**config.mk**
```make
export PLATFORM = sky130hd
export DESIGN_NAME = bit_serializer_flat
export DESIGN_NICKNAME = d
export VERILOG_FILES = /design/src/rtl/seq_pkg.sv /design/src/rtl/bit_serializer_if.sv /design/src/rtl/bit_serializer.sv /design/src/flat_wrapper.sv
export SDC_FILE = /design/constraint.sdc
export NUM_CORES = 1
export LEC_CHECK = 0
export CAP_MARGIN = 25
export CORE_ASPECT_RATIO = 0.9
export CORE_UTILIZATION = 45
export CTS_BUF_LIST = sky130_fd_sc_hd__clkbuf_8
export DETAILED_ROUTE_END_ITERATION = 8
export PLACE_DENSITY = 0.76
export SYNTH_ARGS = -nofsm -noshare
export SYNTH_HDL_FRONTEND = slang
export SYNTH_SLANG_ARGS = --single-unit
```
**constraint.sdc**
```tcl
create_clock -name clock -period 1.7 [get_ports clock]
set_input_delay 0.51 -clock clock [delete_from_list [all_inputs] [get_ports clock]]
set_output_delay 0.51 -clock clock [all_outputs]
set_load 0.1 [all_outputs]
```
**src/rtl/seq_pkg.sv**
```systemverilog
// Shared definitions for the sequence-detector path (serializer + detector).
//   seq_state_t   : serializer FSM state (1 bit: IDLE, SHIFT)
//   SEQ_WIDTH_DEF : default serializer word width
//   IDLE_BIT_DEF  : default value on the serial line when no word is in flight
package seq_pkg;

  typedef enum logic {
    IDLE  = 1'b0,
    SHIFT = 1'b1
  } seq_state_t;

  localparam int   SEQ_WIDTH_DEF = 8;
  localparam logic IDLE_BIT_DEF  = 1'b0;

endpackage

```
**src/rtl/bit_serializer_if.sv**
```systemverilog
// Handshake / stream bundle for bit_serializer.
//   en        : bit-rate strobe
//   in_data   : parallel word, in_valid / in_ready handshake
//   out_bit   : serial bit, out_valid qualifies it
//   busy      : word in flight
//   word_done : one-cycle pulse after the last bit of a word is consumed
// slave  = serializer side, master = producer / consumer side.
interface bit_serializer_if #(
  parameter int WIDTH = seq_pkg::SEQ_WIDTH_DEF
);
  logic             en;
  logic [WIDTH-1:0] in_data;
  logic             in_valid;
  logic             in_ready;
  logic             out_bit;
  logic             out_valid;
  logic             busy;
  logic             word_done;

  modport slave (
    input  en, in_data, in_valid,
    output in_ready, out_bit, out_valid, busy, word_done
  );

  modport master (
    output en, in_data, in_valid,
    input  in_ready, out_bit, out_valid, busy, word_done
  );
endinterface

```
**src/rtl/bit_serializer.sv**
```systemverilog
// Parallel-to-serial front end for the sequence detector.
// Accepts WIDTH-bit words on a valid/ready handshake and emits one bit per
// cycle with en=1. A word offered while the last bit is being consumed is
// loaded on the same edge, so back-to-back words form a gap-free stream.
// Ports:
//   clock : rising-edge clock
//   reset : asynchronous, active-high
//   bus   : bit_serializer_if.slave (en, in_data/in_valid/in_ready,
//           out_bit, out_valid, busy, word_done)
module bit_serializer
  import seq_pkg::*;
#(
  parameter int   WIDTH     = SEQ_WIDTH_DEF,
  parameter bit   MSB_FIRST = 1'b1,
  parameter logic IDLE_BIT  = IDLE_BIT_DEF
) (
  input  logic              clock,
  input  logic              reset,
  bit_serializer_if.slave   bus
);

  localparam int CW = (WIDTH > 1) ? $clog2(WIDTH) : 1;

  seq_state_t       state, state_nxt;
  logic [WIDTH-1:0] sh, sh_nxt;
  logic [CW-1:0]    cnt, cnt_nxt;
  logic             done_q, done_nxt;
  logic             rdy;
  logic             last;

  // cnt counts bits already consumed, so this marks the final bit on the line
  assign last = (cnt == CW'(WIDTH - 1));

  always_ff @(posedge clock or posedge reset) begin
    if (reset) begin
      state  <= IDLE;
      sh     <= '0;
      cnt    <= '0;
      done_q <= 1'b0;
    end else begin
      state  <= state_nxt;
      sh     <= sh_nxt;
      cnt    <= cnt_nxt;
      done_q <= done_nxt;
    end
  end

  always_comb begin
    state_nxt = state;
    sh_nxt    = sh;
    cnt_nxt   = cnt;
    done_nxt  = 1'b0;
    rdy       = 1'b0;
    unique case (state)
      IDLE: begin
        rdy = 1'b1;
        if (bus.in_valid) begin
          sh_nxt    = bus.in_data;
          cnt_nxt   = '0;
          state_nxt = SHIFT;
        end
      end
      SHIFT: begin
        if (bus.en) begin
          if (!last) begin
            sh_nxt  = MSB_FIRST ? {sh[WIDTH-2:0], 1'b0} : {1'b0, sh[WIDTH-1:1]};
            cnt_nxt = cnt + CW'(1);
          end else begin
            // last bit leaves this edge: hand the slot straight to the next word
            done_nxt = 1'b1;
            rdy      = 1'b1;
            if (bus.in_valid) begin
              sh_nxt  = bus.in_data;
              cnt_nxt = '0;
            end else begin
              state_nxt = IDLE;
            end
          end
        end
      end
      default: state_nxt = IDLE;
    endcase
  end

  // reset masks the combinational ready so nothing is taken while held
  assign bus.in_ready  = rdy & ~reset;
  assign bus.out_valid = (state == SHIFT);
  assign bus.busy      = (state == SHIFT);
  assign bus.out_bit   = (state == SHIFT) ? (MSB_FIRST ? sh[WIDTH-1] : sh[0]) : IDLE_BIT;
  assign bus.word_done = done_q;

endmodule

```
**src/flat_wrapper.sv**
```systemverilog
// flat-port wrapper written by rule: the top's interface ports become plain ports
module bit_serializer_flat import seq_pkg::*;
#(
  parameter int   WIDTH     = SEQ_WIDTH_DEF,
  parameter bit   MSB_FIRST = 1'b1,
  parameter logic IDLE_BIT  = IDLE_BIT_DEF
)
  (clock, reset, bus_en, bus_in_data, bus_in_valid, bus_in_ready, bus_out_bit, bus_out_valid, bus_busy, bus_word_done);
  bit_serializer_if #(.WIDTH(WIDTH)) bus_i ();
  input  logic clock;
  input  logic reset;
  input wire logic [$bits(bus_i.en)-1:0] bus_en;
  input wire logic [$bits(bus_i.in_data)-1:0] bus_in_data;
  input wire logic [$bits(bus_i.in_valid)-1:0] bus_in_valid;
  output wire logic [$bits(bus_i.in_ready)-1:0] bus_in_ready;
  output wire logic [$bits(bus_i.out_bit)-1:0] bus_out_bit;
  output wire logic [$bits(bus_i.out_valid)-1:0] bus_out_valid;
  output wire logic [$bits(bus_i.busy)-1:0] bus_busy;
  output wire logic [$bits(bus_i.word_done)-1:0] bus_word_done;
  assign bus_i.en = bus_en;
  assign bus_i.in_data = bus_in_data;
  assign bus_i.in_valid = bus_in_valid;
  assign bus_in_ready = bus_i.in_ready;
  assign bus_out_bit = bus_i.out_bit;
  assign bus_out_valid = bus_i.out_valid;
  assign bus_busy = bus_i.busy;
  assign bus_word_done = bus_i.word_done;
  bit_serializer #(.WIDTH(WIDTH), .MSB_FIRST(MSB_FIRST), .IDLE_BIT(IDLE_BIT)) u_core (.clock(clock), .reset(reset), .bus(bus_i));
endmodule
```
---- After elaboration in Yosys (flattened, before gate mapping) ----
Index checks and enable logic that the tools add are counted.
storage, ports and cells
  bits in registers ....................... 13
  bits in latches ......................... 0
  memory bits (writable) .................. 0
  bits in read-only memories .............. 0
  input bits .............................. 12
  output and inout bits ................... 5
  logic and storage cells ................. 27
  memories ................................ 0
cells by class
  add/subtract/negate cells ............... 1
  multiply operators ...................... 0
  div/mod/pow operators ................... 0
  order comparisons ....................... 0
  eq/ne operators ......................... 2
  shifts and indexed selects .............. 0
  multiplexer cells ....................... 17
  bitwise gates (word level) .............. 3
  reduce and logical (&&, ||, !) cells .... 0
operator list
  kind                   number
  $mux W8                3
  $pmux W8 S2            1
  $mux W3                3
  $mux W1                7
  $pmux W3 S2            1
  $pmux W1 S2            2
  $add A3 B1 Y3 const B  1
  $eq A3 B3 Y1 const B   1
  $ne A2 B2 Y1 const B   1
  $not A1 Y1             2
  $and A1 B1 Y1          1

---- Depth between registers and ports, before layout ----
Gate-level depths: netlist (run 1).
  depth after elaboration ................. 5
  mapped depth ............................ 6
  depth with buffers taken out ............ 5

---- Worst setup path after synthesis (run 1) ----
Ideal clock, no wire load.
  kind .................................... register -> output
  from .................................... register u_core.state, in the netlist u_core.bus.busy
  to ...................................... output bus_in_ready
  arrival time ............................ 3.261 ns
  required time ........................... 1.190 ns
  slack ................................... -2.071 ns
  stages on the path, launching flop included .. 4
  buffers on the path ..................... 1
  cell sequence ........................... dfrtp_1 nor2b_4 buf_12 nor3_1
on the way
  longest elaborated chain between the ends .. 3
ends and longest elaborated chain
  element                   RTL line              text
  start: declaration        bit_serializer.sv:24  seq_state_t state, state_nxt;
  start signal: assignment  bit_serializer.sv:41  state <= state_nxt;
  $not A1 Y1                --
  $pmux W1 S2 *             bit_serializer.sv:54  unique case (state)
  $and A1 B1 Y1 *           bit_serializer.sv:86  assign bus.in_ready = rdy & ~reset;
  end: declaration          flat_wrapper.sv:15    output wire logic [$bits(bus_i.in_ready)-1:0] bus_in_ready;
Every way passes the cells marked *; elsewhere a longest branch is shown, timed or not.

---- Final worst setup path (run 1) ----
  from .................................... register u_core.cnt[0]
  to ...................................... output bus_in_ready
on the way
  longest elaborated chain between the ends .. 5
ends and longest elaborated chain
  element                   RTL line              text
  start: declaration        bit_serializer.sv:26  logic [CW-1:0] cnt, cnt_nxt;
  start signal: assignment  bit_serializer.sv:43  cnt <= cnt_nxt;
  $eq A3 B3 Y1              bit_serializer.sv:32  assign last = (cnt == CW'(WIDTH - 1));
  $mux W1                   bit_serializer.sv:65  if (!last) begin
  $mux W1                   bit_serializer.sv:64  if (bus.en) begin
  $pmux W1 S2               bit_serializer.sv:54
  $and A1 B1 Y1             bit_serializer.sv:86
Every way passes these cells.

==> metrics.md, run 1 <==
| Metric | Value |
|---|---|
| Leakage Power | 0.5840 nW |
| Worst Setup End Kind | output port |
| Routed WL | 1.500 mm |
| Hold Vio Cnt, Final | 0 |
| Vias/cell | 4.705 |
| GRT Util Overall | 18.68% |
| Avg WL per Cell | 13.39 um |
| Hold/Removal Path Class | in -> async |
| Combinational power share | 52.0% |
| Clock root cell | clkbuf_8 |
| Share of layout cells above drive strength 1 | 56.67% |
| Die Height | 40.33 um |
| Syn Area/Cell | 13.60 um2 |
| R2R cell count | 7 |
| Sw frac | 33.15% |
| Number of synthesized flops with an enable pin | 0 |
| Die area | 1798 um2 |
| Critical Path Start | u_core.cnt[0] |
| Worst-margin pin slew | 0.3053 ns |
| Sequential fraction of the synthesis area | 44.29% |
| Clock Power Share | 17.2% |
| Fin. max-slew vios | 0 |
| 1st-iter DRT viols | 4 |
| Critical-path cell list | ha_4 > ha_4 > nor2b_4 > nor3_4 > buf_12 |
| Max frequency | 534.5 MHz |
| Fin crit share | 110.0% |
| MaxCap Viol Count | 0 |
| First-pass iteration count of the detailed router | 2 |
| Hold_ws | 0.4004 ns |
| Crit start category | flop |
| Critical Path AT | 1.36 ns |
| H-tree lvl count | 1 |
| RSZ-0062 raised after global routing | true |
| Worst vdd ir | 0.0008755 V |
| Netlist cell types | 24 |
| Failing checks | setup timing |
| Synthesized area | 734.5 um2 |
| Most used DFF post-synth | dfrtp_1 |
| Vias in the first global route | 553 |
| CP required | 1.19 ns |
| Core area | 1480 um2 |
| Ys Warns | 0 |
| Ys async rst share | 100.0% |
| First-pass GRT wire length | 2.304 mm |
| Clk_lat worst skew | 0.24 ns |
| RR Endpoint | u_core.sh[2] |
| CP bufs+invs | 1 |
| Deepest clock path buffer count | 2 |
| Std cell rows | 13 |
| Clk slew on worst S/H paths | 0.06 ns |
| Internal Power | 1.051 mW |
| ANT cells | 0 |
| Period minus WS final | 1.871 ns |
| # IOs | 17 |
| Max_slew headroom | 79.63% |
| P_sw | 521.3 uW |
| Grt ovf | 0 |
| Post-DP HPWL | 1.158 mm |
| CTS Buf Count | 3 |
| Final Util | 79.04% |
| Seq cells post-synth | 13 |
| Layout Skew | 0.001002 ns |
| Sequential Power Share | 30.8% |
| Hold-fix buffers at CTS | 0 |
| Layout area overhead | 59.28% |
| Worst setup margin | -0.1708 ns |
| Status | complete, but fails checks |
| Mapped Cells | 54 |
| Die width | 44.59 um |
| Port Buf Inserts | 16 |
| Routability cong. | 0.7878 |
| Starting density of the core | 49.62% |
| Number of remaining DRC errors | 0 |
| Power per cell area | 1344 nW/um2 |
| Largest net degree at the start of global routing | 9 |
| Top delay family on crit path | flip-flops |
| Dpl ws | -0.2926 ns |
| CP max stage delay | 0.40 ns |
| Slowest CP cell | dfrtp_1 |
| R2r setup slk | -0.14 ns |
| Clk sink count | 13 |
| Synthesized Nets | 69 |
| CP Max Fanout | 3 |
| Crit Path Category | reg -> out |
| Final Setup Violations | 10 |
| CTS tree | done |
| Initial antenna violation count | 0 |
| Final #Nets | 106 |
| Post-DRT Antenna Nets | 0 |
| Final Power | 1.572 mW |
| Via Count | 527 |
| Most frequent CP cell | ha_4 |
| RR Startpoint | u_core.cnt[0] |
-- final cells by class --
| cell class | count | area [um2] |
|---|---|---|
| multi-input cells | 36 | 410.4 |
| repair buffers | 34 | 346.6 |
| flip-flops and latches | 13 | 329.1 |
| fillers | 89 | 310.3 |
| clock buffers | 3 | 41.29 |
| well taps | 22 | 27.53 |
| inverters | 3 | 11.26 |
| clock inverters | 1 | 3.754 |
-- stage by stage --
step / std cells / cell area (um2) / setup TNS [ns]
after global placement: 103 / 1072 / -2.521
after CTS: 111 / 1155 / -1.243
after detailed placement: 103 / 1072 / -2.560
final: 112 / 1170 / -1.070
after floorplan: 54 / 764.5 / -0.6110
after global routing: 112 / 1170 / -1.636
-- layer usage --
metal,vias to the layer above,part of all wire [%],track usage (%)
li1,267,-,-
met1,248,44,20.22
met2,12,53,38.60
met3,0,2.9,4.054
met4,0,0,2.273
met5,-,0,0
-- layout by cell type (no fill, tap or decap), types with 2 or more instances in the layout --
cell type	netlist	final
buf_4	1	17
dlygate4sd2_1	0	2
clkbuf_8	0	3
dfrtp_1	13	12
mux2_4	6	7
clkdlybuf4s50_1	0	9
nor2_1	2	2
inv_1	3	4
ha_4	0	2
a22o_1	2	2
buf_12	1	5
a22o_2	3	3
mux2_2	6	5
-- synth_stat cells, types with 2 or more instances --
cell type / instances / area share [%]
a22o_2: 3 / 4.1
mux2_4: 6 / 12
mux2_2: 6 / 9.2
dfrtp_1: 13 / 44
a22o_1: 2 / 2.4
nor2_1: 2 / 1.0
ha_1: 3 / 5.1
inv_1: 3 / 1.5
-- logic make-up after synthesis --
family          Yosys count  share of synthesized area, %
buf+inv                   5                         5.281
simple gates             10                         9.030
flops                    13                         44.29
compound gates           10                         13.46
fa+ha+maj                 3                         5.111
mux                      13                         22.83
-- flip-flops by register name, summed over array words and instances (netlist names) --
| signal | count |
|---|---|
| u_core.cnt | 3 |
| u_core.bus.busy | 1 |
| u_core.bus.word_done | 1 |
| u_core.sh | 8 |
-- power by group through the flow --
stage,logic [mW],registers [mW],clock network [mW]
final,0.818,0.484,0.270
after global routing,0.877,0.492,0.283
after CTS,0.790,0.486,0.275
after detailed placement,0.746,0.482,0
after global placement,0.719,0.472,0
after floorplan,0.490,0.496,0
-- worst max-delay path by stage --
stage,to,depth (start not counted)
finish,bus_in_ready,5
global route,bus_in_ready,5
CTS,bus_in_ready,5
detailed placement,bus_in_ready,4
global placement,bus_in_ready,4
floorplan,bus_in_ready,3
-- what timing repair did --
item                       in CTS  in global routing
pin swaps                       2                  2
gates cloned                    0                  0
hold endpoints to repair        0                  0
resized for setup               3                  2
buffers inserted                4                  2
setup endpoints to repair      10                 11
Note: power is estimated with default switching activity, not from simulation.
==> inputs of run 2 (changes only) <==
--- a/config.mk
+++ b/config.mk
@@ -9,8 +9,9 @@
 export CORE_ASPECT_RATIO = 0.9
 export CORE_UTILIZATION = 45
 export CTS_BUF_LIST = sky130_fd_sc_hd__clkbuf_8
+export CTS_CLUSTER_DIAMETER = 150
 export DETAILED_ROUTE_END_ITERATION = 8
-export PLACE_DENSITY = 0.76
+export PLACE_DENSITY_LB_ADDON = 0.25
 export SYNTH_ARGS = -nofsm -noshare
 export SYNTH_HDL_FRONTEND = slang
 export SYNTH_SLANG_ARGS = --single-unit
==> constraint.sdc (replaced) <==
create_clock -name clock -period 2 [get_ports clock]
set_input_delay 0.6 -clock clock [delete_from_list [all_inputs] [get_ports clock]]
set_output_delay 0.6 -clock clock [all_outputs]
set_load 0.1 [all_outputs]
==> run 2 against run 1 <==
Net effect: the run now ends clean; die area did not move; utilization down 4.1 points; clock skew up 0.0014 ns; register-to-register slack gained 0.27 ns; clock-buffer cell count did not move; critical path type unchanged; critical endpoint unchanged; largest power group unchanged; highest routed layer is now met4.
==> metrics.md, run 2 (synthesized netlist as in run 1, its figures left out) <==
| Metric | Value |
|---|---|
| Status | completed (was complete, but fails checks) |
| Max reg flops | 8 (unchanged) |
| Worst-margin pin slew | 0.5005 ns (was 0.3053 ns) |
| Commonest non-fill, non-tap cell in the layout | dfrtp_1 (was buf_4) |
| Grt ovf | 0 (unchanged) |
| Layout Skew | 0.002389 ns (was 0.001002 ns) |
| Power per cell area | 1164 nW/um2 (was 1344 nW/um2) |
| Deepest clock path buffer count | 2 (unchanged) |
| 1st-iter DRT viols | 7 (was 4) |
| Period minus WS final | 1.965 ns |
| Hold-fix buffers at CTS | 0 (unchanged) |
| Final Setup Violations | 0 (was 10) |
| Crit Path Category | reg -> out (unchanged) |
| Hold/Removal Path Class | reg -> reg (was in -> async) |
| Share of layout cells above drive strength 1 | 53.01% (was 56.67%) |
| Post-DP HPWL | 1.067 mm (was 1.158 mm) |
| Crit start category | flop (unchanged) |
| Worst vdd ir | 0.0007137 V (was 0.0008755 V) |
| Worst setup margin | 0.03451 ns (was -0.1708 ns) |
| Die width | 44.59 um (unchanged) |
| CP required | 1.40 ns (was 1.19 ns) |
| Fin. max-slew vios | 0 (unchanged) |
| Final Power | 1.292 mW (was 1.572 mW) |
| Max frequency | 508.8 MHz |
| Number of remaining DRC errors | 0 (unchanged) |
| Layout area overhead | 51.11% (was 59.28%) |
| Hold_ws | 0.4970 ns (was 0.4004 ns) |
| GRT Util Overall | 21.18% (was 18.68%) |
| Vias in the first global route | 555 (was 553) |
| Post-route cell area | 1110 um2 (was 1170 um2) |
| Initial antenna violation count | 0 (unchanged) |
| Fin crit share | 98.27% |
| Clk_lat worst skew | 0.24 ns (about the same) |
| Top flop regs | u_core.sh: 8 flops, u_core.cnt: 3 flops (unchanged) |
| Max_slew headroom | 66.59% (was 79.63%) |
| Die area | 1798 um2 (unchanged) |
| MaxCap Viol Count | 0 (unchanged) |
| H-tree lvl count | 1 (unchanged) |
| Via Count | 535 (was 527) |
| Clk sink count | 13 (unchanged) |
| Clk slew on worst S/H paths | 0.06 ns (about the same) |
| Core area | 1480 um2 (unchanged) |
| Worst Setup End Kind | output port (unchanged) |
| RSZ-0062 raised after global routing | true (unchanged) |
| Largest net degree at the start of global routing | 14 (was 9) |
| TNS Setup | 0 ns (was -1.070 ns) |
| Most flop-heavy register | u_core.sh (unchanged) |
| CTS Buf Count | 3 (unchanged) |
| Clock root cell | clkbuf_8 (unchanged) |
| Final #Nets | 99 (was 106) |
| CP Max Fanout | 2 (was 3) |
| Starting density of the core | 49.62% (unchanged) |
| Avg WL per Cell | 14.86 um (was 13.39 um) |
| Leakage Power | 0.5473 nW (was 0.5840 nW) |
| Vias/cell | 5.095 (was 4.705) |
| Post-DRT Antenna Nets | 0 (unchanged) |
| Critical Path AT | 1.37 ns (was 1.36 ns) |
| First-pass GRT wire length | 2.504 mm (was 2.304 mm) |
| Port Buf Inserts | 16 (unchanged) |
| Routed WL | 1.560 mm (was 1.500 mm) |
| Routability cong. | 0.6982 (was 0.7878) |
| Commonest non-fill, non-tap cells in the layout | dfrtp_1 (12), buf_4 (11), clkdlybuf4s50_1 (9), mux2_4 (6), mux2_2 (6) (was buf_4 (17), dfrtp_1 (12), clkdlybuf4s50_1 (9), mux2_4 (7)) |
| CTS tree | done (unchanged) |
| # IOs | 17 (unchanged) |
| Dpl cell area | 1012 um2 (was 1072 um2) |
| First-pass iteration count of the detailed router | 4 (was 2) |
| Std cell rows | 13 (unchanged) |
| Hold Vio Cnt, Final | 0 (unchanged) |
| Die Height | 40.33 um (unchanged) |
| ANT cells | 0 (unchanged) |
| Dpl ws | -0.1627 ns (was -0.2926 ns) |
==> run 2: through the flow <==
step                std cells  utilization, %
finish                    105           74.98
global route              105           74.98
CTS                       105           74.98
detailed placement         97           68.39
global placement           97           68.39
floorplan                  54               -
==> run 2: routing by layer <==
layer	part of all wire (%)	up-vias	global-route usage (%)	routed length, um
li1	-	251	-	-
met1	42	264	23.12	658
met2	52	15	39.34	806
met3	4.0	5	4.505	62
met4	2.1	0	11.36	33
met5	0	-	0	0
==> run 2: where the power goes <==
group	leakage [nW]	switching [mW]	internal, mW
logic	0.352	0.279	0.374
clock network	0.0269	0.0955	0.136
registers	0.168	0.0610	0.347
total	0.547	0.435	0.856
==> run 2: final timing paths <==
check                               from               to  slack [ns]  cells past startpoint
min reg2reg                 u_core.sh[7]     u_core.sh[7]        0.50                      1
max in group asynchronous          reset  u_core.bus.busy        1.06                      2
max reg2reg                u_core.cnt[0]     u_core.sh[2]        0.13                      7
max                        u_core.cnt[0]     bus_in_ready        0.03                      5
min                         u_core.sh[7]     u_core.sh[7]        0.50                      1
min in group asynchronous          reset     u_core.sh[7]        0.56                      2
==> run 2: area by class of cell <==
type / count / area (um2)
multi-input combinational: 36 / 406.6
tap: 22 / 27.53
fill: 100 / 370.4
timing repair buffer: 27 / 290.3
inverter: 3 / 11.26
clock inverter: 1 / 3.754
clock buffer: 3 / 41.29
sequential: 13 / 329.1
==> run 2: worst max-delay path: stages (launching register included) <==
cell     delay (ns)
dfrtp_1        0.41
ha_4           0.18
ha_4           0.16
nor2b_4        0.14
nor3_4         0.05
buf_12         0.17
==> run 2: timing repair <==
action,in CTS,in global routing
gates cloned,0,0
resized for setup,6,0
setup buffers,4,0
endpoints found under the setup margin,1,1
pin swaps,2,2
==> inputs of run 3 (changes only) <==
--- a/config.mk
+++ b/config.mk
@@ -7,7 +7,7 @@
 export LEC_CHECK = 0
 export CAP_MARGIN = 25
 export CORE_ASPECT_RATIO = 0.9
-export CORE_UTILIZATION = 45
+export CORE_UTILIZATION = 50
 export CTS_BUF_LIST = sky130_fd_sc_hd__clkbuf_8
 export CTS_CLUSTER_DIAMETER = 150
 export DETAILED_ROUTE_END_ITERATION = 8
==> run 3 against run 2 <==
Net effect: sequential power about the same; non-clock buffer count increased by 2; register-to-register slack gained 0.02 ns; wire length is 9.0% lower; power shrank 0.43%; via count fell by 0.56%; clock-buffer cell count is the same; utilization increased by 10 points; fmax is 0.59% higher; first-iteration DRC count decreased by 100%; global-route usage up 0.32 points; critical endpoint unchanged; highest routed layer unchanged.
==> metrics.md, run 3 (synthesized netlist as in run 1, its figures left out) <==
| Metric | Value |
|---|---|
| Final Setup Violations | 0 (unchanged) |
| Hold/Removal Path Class | reg -> reg (unchanged) |
| Clock Power Share | 17.8% (was 17.9%) |
| Critical Path AT | 1.35 ns (was 1.37 ns) |
| Share of layout cells above drive strength 1 | 54.12% (was 53.01%) |
| P_sw | 428.1 uW (was 435.4 uW) |
| Port Buf Inserts | 16 (unchanged) |
| Critical-path cell list | ha_4 > ha_4 > nor2b_4 > nor3_4 > buf_12 (unchanged) |
| Max frequency | 511.8 MHz (was 508.8 MHz) |
| Vias/cell | 5.374 (was 5.095) |
| Worst-margin pin slew | 0.4890 ns (was 0.5005 ns) |
| Avg WL per Cell | 14.33 um (was 14.86 um) |
| GRT Util Overall | 21.50% (was 21.18%) |
| Post-DP HPWL | 898.1 um (was 1.067 mm) |
| Top flop regs | u_core.sh: 8 flops, u_core.cnt: 3 flops (unchanged) |
| Largest net degree at the start of global routing | 14 (unchanged) |
| Die area | 1626 um2 (was 1798 um2) |
| 1st-iter DRT viols | 0 (was 7) |
| Combinational power share | 50.3% (was 50.5%) |
| H-tree lvl count | 1 (unchanged) |
| Core area | 1306 um2 (was 1480 um2) |
| Post-route cell area | 1112 um2 (was 1110 um2) |
| Clk slew on worst S/H paths | 0.06 ns (about the same) |
| Starting density of the core | 56.23% (was 49.62%) |
| CP max stage delay | 0.41 ns (about the same) |
| CTS tree | done (unchanged) |
| Number of remaining DRC errors | 0 (unchanged) |
| Hold-fix buffers at CTS | 0 (unchanged) |
| Dpl ws | -0.1673 ns (was -0.1627 ns) |
| Deepest clock path buffer count | 2 (unchanged) |
| CP required | 1.40 ns (about the same) |
| First-pass iteration count of the detailed router | 1 (was 4) |
| Routed WL | 1.419 mm (was 1.560 mm) |
| Routability cong. | 0.8034 (was 0.6982) |
| Slowest CP cell | dfrtp_1 (unchanged) |
| Vias in the first global route | 574 (was 555) |
| First-pass GRT wire length | 2.435 mm (was 2.504 mm) |
| # IOs | 17 (unchanged) |
| Die width | 42.40 um (was 44.59 um) |
| Worst setup margin | 0.04608 ns (was 0.03451 ns) |
| Clk_lat worst skew | 0.24 ns (about the same) |
| Die Height | 38.36 um (was 40.33 um) |
| Hold Vio Cnt, Final | 0 (unchanged) |
| Fin crit share | 97.70% (was 98.27%) |
| Sw frac | 33.29% (was 33.71%) |
| Clock root cell | clkbuf_8 (unchanged) |
| Via Count | 532 (was 535) |
| Max_slew headroom | 67.36% (was 66.59%) |
| Std cell rows | 12 (was 13) |
| RSZ-0062 raised after global routing | false (was true) |
| Leakage Power | 0.5558 nW (was 0.5473 nW) |
| ANT cells | 0 (unchanged) |
| Commonest non-fill, non-tap cells in the layout | buf_4 (12), dfrtp_1 (12), clkdlybuf4s50_1 (9), mux2_4 (6), mux2_2 (6) (was dfrtp_1 (12), buf_4 (11), clkdlybuf4s50_1 (9), mux2_4 (6), mux2_2 (6)) |
| CTS Buf Count | 3 (unchanged) |
| Period minus WS final | 1.954 ns (was 1.965 ns) |
| Crit Path Category | reg -> out (unchanged) |
| Most flop-heavy register | u_core.sh (unchanged) |
| Most frequent CP cell | ha_4 (unchanged) |
| Post-DRT Antenna Nets | 0 (unchanged) |
| Initial antenna violation count | 0 (unchanged) |
| Layout area overhead | 51.45% (was 51.11%) |
| Final #Nets | 101 (was 99) |
| Clk sink count | 13 (unchanged) |
| Sequential Power Share | 31.9% (was 31.6%) |
| Dpl cell area | 1002 um2 (was 1012 um2) |
| Layout Skew | 0.003638 ns (was 0.002389 ns) |
| Internal Power | 857.8 uW (was 856.1 uW) |
| Crit start category | flop (unchanged) |
| Status | completed (unchanged) |
| Worst vdd ir | 0.0009011 V (was 0.0007137 V) |
| Worst Setup End Kind | output port (unchanged) |
| Max reg flops | 8 (unchanged) |
| CP Max Fanout | 2 (unchanged) |
| MaxCap Viol Count | 0 (unchanged) |
| Grt ovf | 0 (unchanged) |
| Power per cell area | 1156 nW/um2 (was 1164 nW/um2) |
| Fin. max-slew vios | 0 (unchanged) |
==> run 3: cell types whose count changed in the layout (fill, tap and decap cells not counted) <==
cell	previous run	this run
clkbuf_2	0	1
buf_4	11	12
==> run 3: per-stage QoR <==
step                      utilization [%]  TNS, ns  power, mW  cells  hold slack, ns
after floorplan                         -  -0.3646     0.8207     54          0.4564
after global placement              76.72  -0.4647     0.9503     89          0.4835
after detailed placement            76.72  -0.6050     0.9666     89          0.4784
after CTS                           83.62        0      1.280     96          0.4976
after global routing                85.15        0      1.364     99          0.5025
final                               85.15        0      1.286     99          0.4954
==> run 3: per-layer routing <==
layer  global-route usage, %  vias up  part of all wire (%)
met5                       0        -                     0
met1                   21.92      255                    42
li1                        -      257                     -
met2                   38.08       16                    51
met3                   9.434        4                   5.2
met4                   10.94        0                   1.6
==> run 3: final cells by class <==
cell class | instances | area (um2)
flip-flops and latches | 13 | 329.1
repair buffers | 29 | 302.8
multi-input cells | 36 | 406.6
clock buffers | 3 | 41.29
well taps | 14 | 17.52
inverters | 3 | 11.26
fillers | 66 | 193.9
clock inverters | 1 | 3.754
==> run 3: worst paths after layout <==
path                                    to  slack [ns]  cells past startpoint          start
max                           bus_in_ready        0.05                      5  u_core.cnt[1]
min                           u_core.sh[0]        0.50                      1   u_core.sh[0]
max reg2reg                   u_core.sh[6]        0.15                      7  u_core.cnt[1]
min reg2reg                   u_core.sh[0]        0.50                      1   u_core.sh[0]
max in group asynchronous  u_core.bus.busy        1.07                      2          reset
min in group asynchronous     u_core.sh[3]        0.56                      2          reset
==> run 3: timing repair <==
action,CTS,global route
gates resized for setup,6,0
setup buffers,3,3
pin swaps,2,2
endpoints found under the setup margin,1,1
==> run 3: critical path: cells and delay by family (launching register included) <==
kind          cells  cell delay, ns
fa+ha+maj         2            0.34
buf+inv           1            0.17
flops             1            0.41
simple gates      2            0.19
==> run 3: power by group through the flow <==
stage,registers [mW],logic (mW),clock network [mW]
floorplan,0.417,0.404,0
global placement,0.403,0.547,0
detailed placement,0.405,0.562,0
CTS,0.411,0.630,0.238
global route,0.421,0.694,0.249
finish,0.410,0.647,0.229
